### src/rtl/hopfield_synapse_scheduler.sv
// ============================================================================
// hopfield_synapse_scheduler
//   Per-row weight fetch and accumulation of Hopfield synaptic currents.
//   Revision: 1.0
// ============================================================================
`default_nettype none

module hopfield_synapse_scheduler #(
  parameter int N   = 7,
  parameter int WW  = 16,
  parameter int CW  = 32,
  parameter int PIN = 4,
  parameter int INJ = 131072,
  localparam int AW = (N > 1) ? $clog2(N) : 1
) (
  input  logic                 clk,
  input  logic                 reset_n,
  input  logic                 start,
  input  logic [N-1:0]         spikes,
  input  logic                 learning_enable,
  input  logic [PIN-1:0]       pattern_input,
  output logic                 w_req,
  output logic [AW-1:0]        w_row,
  output logic [AW-1:0]        w_col,
  input  logic                 w_ack,
  input  logic signed [WW-1:0] w_data,
  output logic                 cur_valid,
  output logic [AW-1:0]        cur_idx,
  output logic signed [CW-1:0] cur_data,
  output logic                 busy,
  output logic                 done
);

  localparam logic signed [CW-1:0] INJ_C = CW'(INJ);

  typedef enum logic [1:0] {S_IDLE, S_SCAN, S_REQ, S_EMIT} state_t;

  state_t                state_q;
  logic [N-1:0]          spk_q;
  logic                  lrn_q;
  logic [PIN-1:0]        pat_q;
  logic [AW-1:0]         row_q, col_q;
  logic signed [CW-1:0]  acc_q;
  logic                  w_req_q, cur_valid_q, busy_q, done_q;
  logic [AW-1:0]         w_row_q, w_col_q, cur_idx_q;
  logic signed [CW-1:0]  cur_data_q;

  logic [N-1:0]          inj_mask_d;
  logic signed [CW-1:0]  wext_d, inj_d, emit_sum_d;
  logic                  last_col_d, last_row_d, skip_d;

  // Only neurons below PIN have a pattern input bit.
  genvar gi;
  for (gi = 0; gi < N; gi++) begin : g_inj
    if (gi < PIN) begin : g_on
      assign inj_mask_d[gi] = pat_q[gi];
    end else begin : g_off
      assign inj_mask_d[gi] = 1'b0;
    end
  end

  assign wext_d     = CW'(w_data) <<< 8;
  assign inj_d      = (lrn_q && inj_mask_d[row_q]) ? INJ_C : '0;
  assign emit_sum_d = acc_q + inj_d;
  assign last_col_d = (col_q == AW'(N - 1));
  assign last_row_d = (row_q == AW'(N - 1));
  assign skip_d     = (col_q == row_q) || !spk_q[col_q];

  always_ff @(posedge clk or negedge reset_n) begin
    if (!reset_n) begin
      state_q     <= S_IDLE;
      spk_q       <= '0;
      lrn_q       <= 1'b0;
      pat_q       <= '0;
      row_q       <= '0;
      col_q       <= '0;
      acc_q       <= '0;
      w_req_q     <= 1'b0;
      w_row_q     <= '0;
      w_col_q     <= '0;
      cur_valid_q <= 1'b0;
      cur_idx_q   <= '0;
      cur_data_q  <= '0;
      busy_q      <= 1'b0;
      done_q      <= 1'b0;
    end else begin
      cur_valid_q <= 1'b0;
      case (state_q)
        S_IDLE: begin
          done_q <= 1'b0;
          // busy is still high for the cycle after done, so start is refused there.
          if (busy_q) begin
            busy_q <= 1'b0;
          end else if (start) begin
            spk_q   <= spikes;
            lrn_q   <= learning_enable;
            pat_q   <= pattern_input;
            acc_q   <= '0;
            row_q   <= '0;
            col_q   <= '0;
            busy_q  <= 1'b1;
            state_q <= S_SCAN;
          end
        end
        S_SCAN: begin
          if (skip_d) begin
            if (last_col_d) state_q <= S_EMIT;
            else            col_q   <= col_q + AW'(1);
          end else begin
            w_req_q <= 1'b1;
            w_row_q <= row_q;
            w_col_q <= col_q;
            state_q <= S_REQ;
          end
        end
        S_REQ: begin
          if (w_ack) begin
            acc_q   <= acc_q + wext_d;
            w_req_q <= 1'b0;
            if (last_col_d) begin
              state_q <= S_EMIT;
            end else begin
              col_q   <= col_q + AW'(1);
              state_q <= S_SCAN;
            end
          end
        end
        S_EMIT: begin
          cur_valid_q <= 1'b1;
          cur_idx_q   <= row_q;
          cur_data_q  <= emit_sum_d;
          acc_q       <= '0;
          col_q       <= '0;
          if (last_row_d) begin
            done_q  <= 1'b1;
            state_q <= S_IDLE;
          end else begin
            row_q   <= row_q + AW'(1);
            state_q <= S_SCAN;
          end
        end
        default: state_q <= S_IDLE;
      endcase
    end
  end

  assign w_req     = w_req_q;
  assign w_row     = w_row_q;
  assign w_col     = w_col_q;
  assign cur_valid = cur_valid_q;
  assign cur_idx   = cur_idx_q;
  assign cur_data  = cur_data_q;
  assign busy      = busy_q;
  assign done      = done_q;

endmodule

`default_nettype wire

### config.mk
export PLATFORM = sky130hd
export DESIGN_NAME = hopfield_synapse_scheduler
export DESIGN_NICKNAME = d
export VERILOG_FILES = /design/src/rtl/hopfield_synapse_scheduler.sv
export SDC_FILE = /design/constraint.sdc
export NUM_CORES = 1
export LEC_CHECK = 0
export CORE_UTILIZATION = 46
export CTS_CLUSTER_DIAMETER = 100
export DETAILED_ROUTE_END_ITERATION = 10
export HOLD_SLACK_MARGIN = 0.02
export PLACE_DENSITY_LB_ADDON = 0.08
export SETUP_SLACK_MARGIN = 0.05
export SLEW_MARGIN = 20
export SYNTH_ARGS = -nofsm -noshare
export SYNTH_HDL_FRONTEND = slang
export SYNTH_SLANG_ARGS = --single-unit
### constraint.sdc
create_clock -name clk -period 3.9 [get_ports clk]
set_input_delay 0.78 -clock clk [delete_from_list [all_inputs] [get_ports clk]]
set_output_delay 0.78 -clock clk [all_outputs]
set_load 0.1 [all_outputs]
==> out/metrics.yaml <==
outcome:
  status: "finished, final reports clean"
logic_synthesis:
  ys.flop_type: "dfrtp_1"
  yosysTopAreaCell: "dfrtp_1"
  synth-edff-count: 0
  ys_types: 57
  synth_area_leaders: "dfrtp_1 (42%), ha_1 (8.5%), mux2_2 (6.1%)"
  synthTopCellsByCount: "dfrtp_1 (81), nand2_1 (56), a21oi_1 (42)"
  synth.yosys.warnings: 0
  syn_inst: 494
  syn_area_per_cell_um2: 9.79
  yosysMostFrequentCell: "dfrtp_1"
  netlist.area_leader.share: 0.419
  ys_ff_latch: 81
  ys_async_sr_fraction: 1.00
  netlist_area_mm2: 0.00484
  synth_seq_area_share: 0.419
route:
  drt_pass1_iterations: 4
  wl_per_cell_um: 14.8
  drtAntennaViolNets: 0
  routed_wl_um: 10300
  drc: 0
  drt_iter0_drc: 134
  vias_per_cell: 5.37
  dr_total_vias: 3723
timing:
  setup_violations: 0
  rsz0062_at_grt: "false"
  worst_pin_slew_ns: 1.01
  finalMaxSlewViolations: 0
  clock_skew_ns: 0.0139
  fin_crit_sh: 0.835
  tns_ns: 0
  timing_hold_violations_final: 0
  final.min_clock_period_ns: 3.26
  max_freq_mhz: 307
  relSlewSlack: 0.327
  post-route-worst-setup-slack_ns: 0.643
global_routing:
  grt_pass1_vias: 3590
  grt_max_degree: 82
  grt_first_pass_wirelength_um: 17400
  overflow: 0
  track_usage: 0.200
  antenna_found_initial: 0
place:
  placed_area_mm2: 0.00558
  pre_cts_ws_ns: 0.282
  place.gp.congestion: 0.833
  hpwl_um: 7510
  portBuffers: 68
  dp.cells: 679
worst_setup_path:
  crit_start: "w_data[0]"
  crit_arrival_ns: 3.49
  r2r_start: "row_q[0]"
  crit_type: "in2reg"
  end_kind: "flop"
  crit_top_cell: "a221oi_2"
  worst_setup_path_start_kind: "primary input"
  slowest_stage: "a221oi_2"
  rr_worst_depth: 9
  crit_chain: "clkdlybuf4s50_1, ha_1, fa_1, a21o_1, a221oi_2, o211ai_2, o31a_1, a221oi_2, xor2_1, o21ai_1"
  max_stage_delay_ns: 0.43
  critical_path.max_fanout: 4
  cp.required_ns: 4.13
hold_path:
  hp-class: "in2async"
floorplanning:
  die-area_mm2: 0.0109
  start_util: 0.471
  die_h_um: 105
  die_x_um: 105
  rows: 37
  coreArea_mm2: 0.0103
  num_io_pins: 77
clock_tree:
  ctsLongestPathBuffers: 2
  clk_latency_ns: 0.35
  clock-sinks: 81
  clk_pin_slew_ns: 0.09
  root_buffer: "clkbuf_8"
  holdBufCountCts: 0
  postCtsSetupRepairBufs: 0
  cts_tree: "done"
  htreeDepth: 3
  cts_buffers: 9
  post_cts_resized: 0
finish:
  area_growth_pct: 19.3
  multi_input_area_mm2: 0.00264
  register_area_mm2: 0.00203
  antenna_cells: 0
  final_nets: 620
  drive_gt1_frac: 0.0969
  final_cell_area_mm2: 0.00577
  final_cells: 693
  fillerInstances: 955
job:
  drv_cap: 0
==> per-layer routing <==
| layer | wire length [um] | track usage |
|---|---|---|
| met4 | 69 | 0.0633 |
| met1 | 5090 | 0.280 |
| met5 | 0 | 0 |
| met3 | 340 | 0.0337 |
| met2 | 4770 | 0.314 |
==> cell type report <==
class	count	share of cell area
multi-input combinational	377	0.457
sequential	81	0.351
timing repair buffer	70	0.121
tap	136	0.0295
clock buffer	9	0.0215
clock inverter	5	0.0102
inverter	15	0.00976
==> worst max-delay path: cells and delay by family <==
kind                       cells  cell delay, ns
AOI/OAI and AO/OA              6            1.47
adders and majority gates      2            0.64
buffers and inverters          1            0.40
xor gates and xnor gates       1            0.18
==> logic make-up after synthesis <==
logic type | Yosys count | synth area share
flip-flops | 81 | 0.419
multiplexers | 34 | 0.0812
AND/OR/NAND/NOR | 136 | 0.133
XOR/XNOR | 35 | 0.0634
AO/OA/AOI/OAI | 130 | 0.171
adder cells (fa/ha/maj) | 34 | 0.0895
other | 1 | 0.000775
buffers and inverters | 43 | 0.0419
==> worst paths after layout <==
| kind | to | slack, ns |
|---|---|---|
| worst max-delay path | acc_q[28] | 0.64 |
| worst min-delay path | spk_q[0] | 0.46 |
| worst max register to register | cur_data[31] | 1.02 |
| worst min register to register | w_row[0] | 0.49 |
| max in group asynchronous | cur_data[20] | 2.91 |
| min in group clk | w_row[0] | 0.49 |
==> through the flow <==
step	util	hold WS (ns)
global route	0.561	0.515
finish	0.561	0.455
floorplan	-	0.471
CTS	0.561	0.496
detailed placement	0.543	0.476
global placement	0.543	0.471
==> registers in the layout, indices dropped and copies added, names as in the netlist <==
name and cells:
acc_q 24, cur_data 24, spk_q 7, pat_q 4, col_q 3, cur_idx 3
row_q 3, w_col 3, w_row 3, state_q 2, busy 1, cur_valid 1
done 1, lrn_q 1, w_req 1
==> cells in the final DEF, fill, tap and decap left out, types with 5 or more instances in the layout <==
| master | count |
|---|---|
| xnor2_1 | 13 |
| a21oi_1 | 42 |
| a21o_1 | 11 |
| o21ai_1 | 26 |
| clkbuf_8 | 9 |
| conb_1 | 8 |
| nor2_1 | 29 |
| clkdlybuf4s50_1 | 67 |
| o21ai_0 | 10 |
| nand3_1 | 13 |
| nor2b_1 | 5 |
| nand2_1 | 56 |
| xor2_1 | 22 |
| dfrtp_1 | 81 |
| and3_1 | 5 |
| ha_1 | 32 |
| nand2b_1 | 5 |
| inv_1 | 15 |
| mux2_2 | 26 |
| mux2_1 | 6 |
Power is left out: the tool's default activity adds up to more than one toggle a clock period on the data nets, which glitch-free logic cannot reach.
